[src/rtl/z80bd_pkg.sv]
// Shared constants, source numbering and FSM state type for the Z80 interrupt controller.
package z80bd_pkg;

    localparam logic [7:0] OFS_MASK  = 8'd0;
    localparam logic [7:0] OFS_PEND  = 8'd1;
    localparam logic [7:0] OFS_VBASE = 8'd2;
    localparam logic [7:0] OFS_SOFT  = 8'd3;

    localparam logic [1:0] SRC_UART  = 2'd0;
    localparam logic [1:0] SRC_TIMER = 2'd1;
    localparam logic [1:0] SRC_EXT   = 2'd2;
    localparam logic [1:0] SRC_SOFT  = 2'd3;

    localparam logic [4:0] VBASE_RST = 5'h1F;

    typedef enum logic [1:0] {
        ST_IDLE,
        ST_REQ,
        ST_ACK,
        ST_DONE
    } int_state_t;

    // Lowest set index wins; an empty request maps to the spurious vector slot.
    function automatic logic [1:0] prio_src(input logic [3:0] req);
        logic [1:0] src;
        src = SRC_SOFT;
        for (int i = 3; i >= 0; i--) begin
            if (req[i]) src = 2'(i);
        end
        return src;
    endfunction

endpackage

[src/rtl/z80_sync_edge.sv]
// Two-flop synchronizer with rise/fall pulses, one per asynchronous Z80-side input.
module z80_sync_edge #(
    parameter logic IDLE = 1'b1
) (
    input  logic i_clk,
    input  logic i_rst_n,
    input  logic i_async,
    output logic o_sync,
    output logic o_rise,
    output logic o_fall
);

    logic r_meta;
    logic r_sync;
    logic r_prev;

    always_ff @(posedge i_clk) begin
        if (!i_rst_n) begin
            r_meta <= IDLE;
            r_sync <= IDLE;
            r_prev <= IDLE;
        end else begin
            r_meta <= i_async;
            r_sync <= r_meta;
            r_prev <= r_sync;
        end
    end

    assign o_sync = r_sync;
    assign o_rise = r_sync & ~r_prev;
    assign o_fall = ~r_sync & r_prev;

endmodule

[src/rtl/z80_int_ctrl.sv]
// Four-source vectored interrupt controller for a Z80 (mode 2 style vector on INTA).
// state | meaning: IDLE no request | REQ INT low | ACK vector latched | DONE wait for INTA end
module z80_int_ctrl
    import z80bd_pkg::*;
#(
    parameter int unsigned TICK_DIV  = 480000,
    parameter logic [7:0]  PORT_BASE = 8'h18
) (
    input  logic       CLK_24MHz,
    input  logic       RES,
    input  logic       IORQ,
    input  logic       M1,
    input  logic       RD,
    input  logic       WR,
    input  logic [7:0] A,
    input  logic [7:0] D_in,
    output logic [7:0] D_out,
    output logic       D_oe,
    input  logic       U_INT,
    input  logic       EXT_INT,
    output logic       INT
);

    localparam int PW = (TICK_DIV > 1) ? $clog2(TICK_DIV) : 1;
    localparam logic [PW-1:0] PRESC_MAX = PW'(TICK_DIV - 1);
    // bit order: IORQ, M1, RD, WR, U_INT, EXT_INT
    localparam logic [5:0] SYNC_IDLE = 6'b10_1111;

    logic [5:0] w_async;
    logic [5:0] w_sync;
    logic [5:0] w_rise;
    logic [5:0] w_fall;
    logic [9:0] w_unused;

    assign w_async = {EXT_INT, U_INT, WR, RD, M1, IORQ};

    for (genvar g = 0; g < 6; g++) begin : g_sync
        z80_sync_edge #(.IDLE(SYNC_IDLE[g])) u_sync (
            .i_clk   (CLK_24MHz),
            .i_rst_n (RES),
            .i_async (w_async[g]),
            .o_sync  (w_sync[g]),
            .o_rise  (w_rise[g]),
            .o_fall  (w_fall[g])
        );
    end

    assign w_unused = {w_rise, w_fall[4], w_fall[2:0]};

    logic       w_iorq_n, w_m1_n, w_rd_n, w_uint, w_wr_fall, w_ext_fall;
    logic [7:0] w_ofs;
    logic       w_hit, w_wr_strobe, w_rd_cond, w_inta;

    assign w_iorq_n    = w_sync[0];
    assign w_m1_n      = w_sync[1];
    assign w_rd_n      = w_sync[2];
    assign w_uint      = w_sync[4];
    assign w_wr_fall   = w_fall[3];
    assign w_ext_fall  = w_fall[5];
    assign w_ofs       = A - PORT_BASE;
    assign w_hit       = (w_ofs < 8'd4);
    assign w_wr_strobe = w_wr_fall & ~w_iorq_n & w_m1_n & w_hit;
    assign w_rd_cond   = ~w_iorq_n & ~w_rd_n & w_m1_n & w_hit;
    assign w_inta      = ~w_iorq_n & ~w_m1_n;

    logic [3:0]    r_mask;
    logic [3:1]    r_pend;
    logic [4:0]    r_vbase;
    logic [PW-1:0] r_presc;
    int_state_t    r_state, w_state_nxt;
    logic [1:0]    r_src, w_src_nxt;
    logic          r_int, r_rd_oe;
    logic [7:0]    r_rd_data, w_rd_mux;

    logic [3:0] w_pend, w_req;
    logic [3:1] w_set, w_clr;
    logic       w_tick, w_take, w_vec_phase;

    assign w_pend = {r_pend, w_uint};
    assign w_req  = w_pend & r_mask;
    assign w_tick = (r_presc == PRESC_MAX);

    always_comb begin
        w_state_nxt = r_state;
        w_src_nxt   = r_src;
        w_take      = 1'b0;
        case (r_state)
            ST_IDLE: begin
                if (w_inta) begin
                    w_state_nxt = ST_ACK;
                    w_src_nxt   = SRC_SOFT;
                end else if (|w_req) begin
                    w_state_nxt = ST_REQ;
                end
            end
            ST_REQ: begin
                if (w_inta) begin
                    w_state_nxt = ST_ACK;
                    w_src_nxt   = prio_src(w_req);
                    w_take      = |w_req;
                end else if (~|w_req) begin
                    w_state_nxt = ST_IDLE;
                end
            end
            ST_ACK:  w_state_nxt = ST_DONE;
            ST_DONE: if (w_m1_n && w_iorq_n) w_state_nxt = ST_IDLE;
            default: w_state_nxt = ST_IDLE;
        endcase
    end

    // Set events are OR-ed in after the clear so a simultaneous set survives.
    always_comb begin
        w_set            = '0;
        w_clr            = '0;
        w_set[SRC_TIMER] = w_tick;
        w_set[SRC_EXT]   = w_ext_fall;
        w_set[SRC_SOFT]  = w_wr_strobe && (w_ofs == OFS_SOFT) && D_in[0];
        if (w_wr_strobe && (w_ofs == OFS_PEND)) w_clr = D_in[3:1];
        if (w_take) begin
            case (w_src_nxt)
                SRC_UART:  ;
                SRC_TIMER: w_clr[SRC_TIMER] = 1'b1;
                SRC_EXT:   w_clr[SRC_EXT]   = 1'b1;
                SRC_SOFT:  w_clr[SRC_SOFT]  = 1'b1;
            endcase
        end
    end

    always_comb begin
        w_rd_mux = 8'h00;
        case (w_ofs)
            OFS_MASK:  w_rd_mux = {4'h0, r_mask};
            OFS_PEND:  w_rd_mux = {4'h0, w_pend};
            OFS_VBASE: w_rd_mux = {r_vbase, 3'b000};
            default:   w_rd_mux = 8'h00;
        endcase
    end

    always_ff @(posedge CLK_24MHz) begin
        if (!RES) begin
            r_mask    <= '0;
            r_pend    <= '0;
            r_vbase   <= VBASE_RST;
            r_presc   <= '0;
            r_state   <= ST_IDLE;
            r_src     <= SRC_UART;
            r_int     <= 1'b1;
            r_rd_oe   <= 1'b0;
            r_rd_data <= 8'h00;
        end else begin
            r_presc <= w_tick ? '0 : r_presc + PW'(1);
            r_pend  <= (r_pend & ~w_clr) | w_set;
            if (w_wr_strobe && (w_ofs == OFS_MASK))  r_mask  <= D_in[3:0];
            if (w_wr_strobe && (w_ofs == OFS_VBASE)) r_vbase <= D_in[7:3];
            r_state   <= w_state_nxt;
            r_src     <= w_src_nxt;
            r_int     <= (w_state_nxt != ST_REQ);
            r_rd_oe   <= w_rd_cond;
            r_rd_data <= w_rd_cond ? w_rd_mux : 8'h00;
        end
    end

    assign w_vec_phase = (r_state == ST_ACK) || (r_state == ST_DONE);
    assign D_oe  = w_vec_phase | r_rd_oe;
    assign D_out = w_vec_phase ? {r_vbase, r_src, 1'b0} : r_rd_data;
    assign INT   = r_int;

endmodule

[config.mk]
export PLATFORM = sky130hd
export DESIGN_NAME = z80_int_ctrl
export DESIGN_NICKNAME = d
export VERILOG_FILES = /design/src/rtl/z80bd_pkg.sv /design/src/rtl/z80_sync_edge.sv /design/src/rtl/z80_int_ctrl.sv
export SDC_FILE = /design/constraint.sdc
export NUM_CORES = 1
export LEC_CHECK = 0
export BUFFER_PORTS_ARGS = -buffer_cell sky130_fd_sc_hd__buf_4
export CORE_ASPECT_RATIO = 0.7
export CORE_MARGIN = 5
export CORE_UTILIZATION = 56
export DETAILED_ROUTE_END_ITERATION = 16
export GPL_TIMING_DRIVEN = 1
export HOLD_SLACK_MARGIN = 0.08
export PLACE_DENSITY = 0.78
export SYNTH_ARGS = -nofsm -noshare
export SYNTH_HDL_FRONTEND = slang
export SYNTH_SLANG_ARGS = --single-unit
export TNS_END_PERCENT = 20
[constraint.sdc]
create_clock -name CLK_24MHz -period 2.2 [get_ports CLK_24MHz]
set_input_delay 0.44 -clock CLK_24MHz [delete_from_list [all_inputs] [get_ports CLK_24MHz]]
set_output_delay 0.44 -clock CLK_24MHz [all_outputs]
set_load 0.005 [all_outputs]
# Yosys cells after proc, flatten, opt, wreduce, memory -nomap -nowiden
# Index checks and enable logic that the tools add are counted.
totals:
  elab_cells: 90
  output_inout_bits: 10
  reg_bits: 59
  input_bits: 24
op_classes:
  order_cmp: 1
  mux: 21
  reduce_logical: 12
  eq_ne: 11
  n_bitwise: 20
  add_sub_neg: 2
op_table:
  columns: ["cell", "n"]
  rows:
  - ["one-hot mux 8 bit (3 select lines)", 1]
  - ["adder 19 x 1 -> 19 bit, second input constant", 1]
  - ["equality test 19 bit, second input constant", 1]
  - ["two-way mux 2 bit", 9]
  - ["equality test 8 x 2 -> 1 bit, second input constant", 2]
  - ["AND 1 bit", 9]
  - ["equality test 2 bit, second input constant", 4]
  - ["equality test 8 x 1 -> 1 bit, second input constant", 1]
  - ["zero test 8 bit", 1]
  - ["< comparator 8 x 3 -> 1 bit, second input constant", 1]
  - ["two-way mux 8 bit", 1]
  - ["one-hot mux 2 bit (4 select lines)", 1]
  - ["subtractor 8 x 5 -> 8 bit, second input constant", 1]
  - ["logical AND 1 bit", 6]
  - ["two-way mux 1 bit", 6]
  - ["two-way mux 3 bit", 2]
  - ["NOT 1 bit", 6]
  - ["AND 4 bit", 1]
  - ["equality test 2 x 1 -> 1 bit, second input constant", 2]
  - ["one-hot mux 2 bit (2 select lines)", 1]
  - ["OR reduction 4 bit", 1]
  - ["AND 3 bit", 1]
  - ["NOT 3 bit", 1]
  - ["OR 3 bit", 1]
  - ["6 further kinds", 6]

# Depth between registers and ports, before layout
# Gate-level depths: netlist of run 1.
logic_depth:
  ltp_word: 12
  depth_mapped: 6
  depth_no_buf: 5

# By module
# A second synthesis of run 1 with hierarchy kept.
unflattened:
  hier_cells: 290
  area_unflattened_um2: 2685.1
by_module_without_submodules:
  columns: ["module", "cells_each", "area_per_inst_um2", "seq_area_each_um2", "n_inst"]
  rows:
  - ["z80_int_ctrl", 242, 2137.0, 900.9, 1]
  - ["z80_sync_edge", 8, 91.3, 60.1, 6]

# Worst setup path before layout of run 1
# Ideal clock, no wire load.
synth_path:
  path_type: "input port to flip-flop"
  start: "input port A[3]"
  end: "register r_mask[0]"
  stages: 6
  setup_ns: 0.126
  required_ns: 2.074
  n_path_buf: 1
  arrival_ns: 1.861
  path_slack_ns: 0.213
  path_cell_list: "ha_1 -> nor4b_2 -> o2111ai_1 -> or3_1 -> clkbuf_1 -> mux2i_1"
synth_between:
  elab_chain_len: 4
  word_cells_on_any_way: 5
  cone_classes: "add/sub: 1; order compare: 1; bitwise: 1; reduce/logical: 2"
synth_rtl:
  columns: ["element", "line_no", "source"]
  rows:
  - ["start: declaration", "z80_int_ctrl.sv:15", "input logic [7:0] A,"]
  - ["subtractor 8 x 5 -> 8 bit *", "z80_int_ctrl.sv:60", "assign w_ofs = A - PORT_BASE;"]
  - ["< comparator 8 x 3 -> 1 bit", "z80_int_ctrl.sv:61", "assign w_hit = (w_ofs < 8'd4);"]
  - ["AND 1 bit", "z80_int_ctrl.sv:62", "assign w_wr_strobe = w_wr_fall & ~w_iorq_n & w_m1_n & w_hit;"]
  - ["logical AND 1 bit *", "z80_int_ctrl.sv:153", "if (w_wr_strobe && (w_ofs == OFS_MASK)) r_mask <= D_in[3:0];"]
  - ["end signal: assignment", "z80_int_ctrl.sv:153", null]
  - ["end: declaration", "z80_int_ctrl.sv:66", "logic [3:0] r_mask;"]
# Every way passes the cells marked *; elsewhere a longest branch is shown, timed or not.
# A chain may end at the register's enable or synchronous reset.

# Worst setup path after layout of run 1
layout_path:
  start: "register r_state[1]"
  end: "output port D_out[2]"
layout_between:
  elab_chain_len: 3
  word_cells_on_any_way: 4
  cone_classes: "eq/ne: 2; mux: 1; reduce/logical: 1"
layout_rtl:
  columns: ["element", "line_no", "source"]
  rows:
  - ["start: declaration", "z80_int_ctrl.sv:70", "int_state_t r_state, w_state_nxt;"]
  - ["start signal: assignment", "z80_int_ctrl.sv:155", "r_state <= w_state_nxt;"]
  - ["equality test 2 bit", "z80_int_ctrl.sv:163", "assign w_vec_phase = (r_state == ST_ACK) || (r_state == ST_DONE);"]
  - ["logical OR 1 bit *", "z80_int_ctrl.sv:163", null]
  - ["two-way mux 8 bit *", "z80_int_ctrl.sv:165", "assign D_out = w_vec_phase ? {r_vbase, r_src, 1'b0} : r_rd_data;"]
  - ["end: declaration", "z80_int_ctrl.sv:17", "output logic [7:0] D_out,"]
# Marks and branches as above.

==> results of run 1 <==
[final timing paths]
kind	from	endpoint	slack (ps)
hold reg to reg	g_sync[3].u_sync.r_meta$_SDFF_PN1_	g_sync[3].u_sync.o_sync$_SDFF_PN1_	400
hold / removal	RD	g_sync[2].u_sync.r_meta$_SDFF_PN1_	280
setup / recovery	r_state[1]$_SDFF_PN0_	D_out[2]	210
setup reg to reg	r_presc[3]$_SDFF_PP0_	r_presc[17]$_SDFF_PP0_	290
[cell usage in the layout (no fill, tap or decap), types with 2 or more instances in the layout]
cell type	synthesis	layout
xor2_1	4	4
nand2b_1	14	14
nor3_1	7	7
or4_1	4	4
inv_1	8	8
o31ai_1	8	8
mux2_2	7	7
nor4bb_1	2	2
or3_1	7	7
nand2_1	26	26
a21oi_1	10	10
mux2i_1	8	8
a31oi_1	3	3
dfxtp_1	59	59
buf_4	0	42
clkbuf_8	0	10
nor2b_1	5	5
nor4_1	3	3
nand4_1	10	10
clkbuf_1	8	3
o21ai_0	8	8
o2111ai_1	2	2
nor2_1	20	20
xnor2_1	7	7
or2_2	3	3
ha_1	2	2
nand3_1	13	13
and2_1	6	6
[sequential cells by signal (all words and copies together), names as in the netlist, 3 cells and up]
name                  flops
r_pend                    3
r_mask                    4
r_vbase                   5
r_presc                  19
r_rd_data                 8
g_sync.u_sync.r_meta      6
g_sync.u_sync.o_sync      6
[report_power, final]
| group | leakage, µW | switching [µW] | internal [µW] | total [µW] |
|---|---|---|---|---|
| registers | 0.000479 | 11.8 | 1090 | 1100 |
| logic | 0.000617 | 56.0 | 56.7 | 113 |
| clock network | 0.0000754 | 361 | 421 | 782 |
| total | 0.00117 | 429 | 1560 | 1990 |
[worst reg2reg max path, stage by stage (launching register included)]
cell and delay, ps:
dfxtp_1 400, nand3_2 170, or4_1 700, or4_1 440
a21oi_1 140
[logic make-up (layout without fill, tap and decap cells)]
logic type | count (synthesis) | in the layout | synth area share [%]
muxes | 15 | 15 | 6.402
and+or+nand+nor | 126 | 126 | 27.52
adders and majority gates | 2 | 2 | 1.008
xor gates and xnor gates | 11 | 11 | 3.881
AOI/OAI and AO/OA | 40 | 40 | 10.64
buffers and inverters | 19 | 63 | 2.974
DFF | 59 | 59 | 47.58
[routing by layer]
layer / track usage (%) / vias to the layer above
met3: 6.767 / 9
met2: 26.73 / 72
li1: - / 1050
met1: 27.28 / 962
met5: 0 / -
met4: 7.807 / 0
[per-stage QoR]
step                      setup slack (ps)  utilization, %  power [µW]  std cells
after global placement               111.7           65.58        1231        358
after CTS                            184.6           69.04        2019        371
final                                213.3           69.04        1993        371
after detailed placement             39.24           65.58        1234        358
after floorplan                      213.0               -        1179        272
after global routing                 129.1           69.04        2085        371
[cell type report]
type	instances	share of cell area, %
clock buffers	13	5.011
flip-flops and latches	59	39.75
well taps	55	2.316
inverters	8	1.011
repair buffers	42	10.61
multi-input cells	194	41.31
==> reports/summary.txt, run 1 <==
Run status: finished, final reports clean
Post_cts resized: 0
Fillers: 349
Mapped Nets: 298
Drt first pass iters: 5
Clk pin slew, worst setup/hold paths: 60 ps
CP arrival: 1550 ps
Placer Congestion: 0.8603
Die Width: 89.58 µm
Sequential area share after synthesis: 47.58%
Mean Syn Cell Area: 9.126 µm²
Ant diodes: 0
Top_reg_cell synth: dfxtp_1
Via Count: 2093
CP endpoint kind: primary output
Pwr Density: 670.8 nW/µm²
Worst-path cell chain: mux2_2 -> buf_4
Top-area cell type share of the netlist area: 47.58%
Row cnt: 20
Met2 routed WL: 2103 µm
Crit path depth: 2
Max clock buf depth: 2
Hold crit path type: primary input to register
RSZ-0062 raised after global routing: false
Lkg Pwr: 0.001172 µW
Area leader, netlist: dfxtp_1
Post-layout min period: 1987 ps
Reg area: 1181 µm²
Synthesized instance count: 272
Area Growth Syn to Fin: 19.71%
Met3 WL: 388 µm
Post-Syn Area: 2482 µm²
Setup Skew: 8.143 ps
Global-route wire length before repair: 8604 µm
Die area: 5886 µm²
Vias in the first global route: 1846
Synth top cells by count: dfxtp_1, nand2_1, nor2_1, nand2b_1, nand3_1
Largest net degree at the start of global routing: 28
DR top layer: met4
Clock Sinks: 59
CP max stage cell: dfxtp_1
Starting Density: 57.67%
Fmax: 503.3 MHz
Wirelength per Cell: 13.72 µm
Crit path largest cell delay: 660 ps
H-tree levels: 3
Clock Latency Late Sink: 340 ps
Die height: 65.71 µm
Tot GR Track Use: 19.40%
Async set-reset flop share out of synthesis: 0%
YS warnings: 0
I/O pins: 34
Kind of critical path: register to primary output
Ranking of synthesized cells by area: dfxtp_1, nand2_1, nand2b_1
Final ANT Viol Nets: 0
Yosys cell types: 43
Area of the multi-input gates: 1227 µm²
CTS Hold Bufs: 0
Worst path bufs/invs: 1
Post CTS Setup Buffer Count: 0
Max VDD drop: 473.5 µV
Crit-path leading delay family: flip-flops
Gr ovfl total: 0
Layout cell share with drive strength beyond 1: 20.57%
Area post-placement: 2823 µm²
Setup crit start kind: register
DRT Wirelength: 5091 µm
Vias/cell: 5.642
Post-synth EDFFs: 0
Final #Nets: 340
Final setup violation count: 0
DP HPWL: 3736 µm
Fin. Hold Viols: 0
Worst Tran Pin Value: 545.3 ps
Clk root buf: clkbuf_8
Final Max Tran Viols: 0
Met1 WL: 2516 µm
CTS tree: done
Setup TNS: 0 ps
Core area: 4304 µm²
Initial antenna violation count: 0
Final cycle utilization of the critical path: 90.31%
Max-cap violation count: 0
Hold WS: 284.3 ps
Buffers on Ports: 33
Slew margin rel.: 63.59%
Register-to-Register Path Depth: 4
Drt drc: 0
Crit path required time: 1760 ps
Hold path cells: 2
Worst-path fanout max: 14
Initial drt markers: 170
Flop and latch count out of synthesis: 59
Cts bufs inserted: 9
Most frequent cell after synthesis: dfxtp_1
Design Area, Final: 2972 µm²
No activity file was read; power rests on OpenSTA's default activity.
==> inputs of run 2 (changes only) <==
CELL_PAD_IN_SITES_DETAIL_PLACEMENT = 0   (was unset)
CELL_PAD_IN_SITES_GLOBAL_PLACEMENT = 1   (was unset)
CORE_MARGIN = unset   (was 5)
CORE_UTILIZATION = 43   (was 56)
PLACE_DENSITY = unset   (was 0.78)
PLACE_DENSITY_LB_ADDON = 0.1   (was unset)
==> reports/summary.txt, run 2 (same netlist as run 1, synthesis figures left out) <==
Layout cell share with drive strength beyond 1: 21.27%
CTS Hold Bufs: 0
RSZ-0062 raised after global routing: false
Commonest cells after routing, fill and taps aside: dfxtp_1, buf_4, nand2_1
Post_cts resized: 0
Ant diodes: 0
Fmax: 506.5 MHz
Setup crit start kind: register
Worst Tran Pin Value: 536.0 ps
Post CTS Setup Buffer Count: 0
Buffers on Ports: 33
Max reg flops: 19
Core area: 5395 µm²
Final setup violation count: 0
Max clock buf depth: 2
Fin. Hold Viols: 0
Cts bufs inserted: 9
Placer Congestion: 0.7697
Largest regs: r_presc x19, r_rd_data x8
Pwr Total: 2120 µW
Largest net degree at the start of global routing: 21
Setup TNS: 0 ps
Final Max Tran Viols: 0
Hold crit path type: primary input to register
Post-layout min period: 1974 ps
Drt first pass iters: 4
CP endpoint kind: primary output
Setup Skew: 3.353 ps
Max-cap violation count: 0
Die area: 6086 µm²
Die height: 65.57 µm
Via Count: 1992
Final WS setup: 225.8 ps
Gr ovfl total: 0
I/O pins: 34
H-tree levels: 3
Post-route insts no fill: 387
Clk root buf: clkbuf_8
Crit path required time: 1760 ps
Initial antenna violation count: 0
Most common cell after layout, fill and taps aside: dfxtp_1
DRT Wirelength: 5176 µm
Initial drt markers: 114
Global-route wire length before repair: 9059 µm
Row cnt: 22
Wirelength per Cell: 13.37 µm
Slew margin rel.: 64.19%
Lkg Pwr: 0.001176 µW
Final cycle utilization of the critical path: 89.74%
Die Width: 92.82 µm
Clock Sinks: 59
DP HPWL: 3757 µm
Vias in the first global route: 1847
Drt drc: 0
Tot GR Track Use: 19.96%
Biggest register: r_presc
Worst-path fanout max: 14
Kind of critical path: register to primary output
CP arrival: 1530 ps
Worst slack, placed: 23.68 ps
CTS tree: done
DP Cell Count: 372
Starting Density: 46.01%
R2r setup slk: 280 ps
Final ANT Viol Nets: 0
Max VDD drop: 417.6 µV
Clock Latency Late Sink: 340 ps
Area Growth Syn to Fin: 20.97%
Pwr Density: 705.9 nW/µm²
Final core utilization: 55.66%
Clk pin slew, worst setup/hold paths: 60 ps
Run status: finished, final reports clean
Vias/cell: 5.147
Final #Nets: 337
run 2: final cells by class:
class | count | area, µm²
clock buffers | 9 | 123.9
clock inverters | 6 | 57.56
flip-flops and latches | 59 | 1181
well taps | 72 | 90.09
inverters | 8 | 30.03
fillers | 522 | 2392
repair buffers | 39 | 292.8
multi-input cells | 194 | 1227
run 2: per-stage QoR:
| stage | area [µm²] | hold WS (ps) |
|---|---|---|
| 3_5_place_dp | 2821 | 392.2 |
| 3_3_place_gp | 2821 | 388.1 |
| 4_1_cts | 3003 | 262.5 |
| 6_report | 3003 | 279.9 |
| 5_1_grt | 3003 | 260.3 |
| 2_1_floorplan | 2482 | 386.3 |
run 2: worst max-delay path, cell delays in order (launching register included):
cell and delay (ps):
dfxtp_1 650, mux2_2 410, buf_4 140
run 2: layer usage:
layer | track usage, % | part of all wire, % | routed length [µm] | vias to the layer above
met5 | 0 | 0 | 0 | -
met4 | 8.077 | 1.5 | 80 | 0
met3 | 7.407 | 7.2 | 373 | 9
met2 | 24.26 | 36 | 1871 | 57
met1 | 30.31 | 55 | 2851 | 877
li1 | - | - | - | 1049
run 2: final timing paths:
path | from | to | cells after the start
min | IORQ | g_sync[0].u_sync.r_meta$_SDFF_PN1_ | 2
max reg2reg | r_presc[0]$_SDFF_PP0_ | r_presc[18]$_SDFF_PP0_ | 5
max | r_state[1]$_SDFF_PN0_ | D_out[1] | 2
min reg2reg | g_sync[3].u_sync.r_meta$_SDFF_PN1_ | g_sync[3].u_sync.o_sync$_SDFF_PN1_ | 1
run 2: power breakdown:
group          total [µW]  internal, µW  leakage (µW)  switching [µW]
clock network         910           507     0.0000946             403
logic                 112          55.8      0.000602            55.9
registers            1100          1090      0.000479            12.2
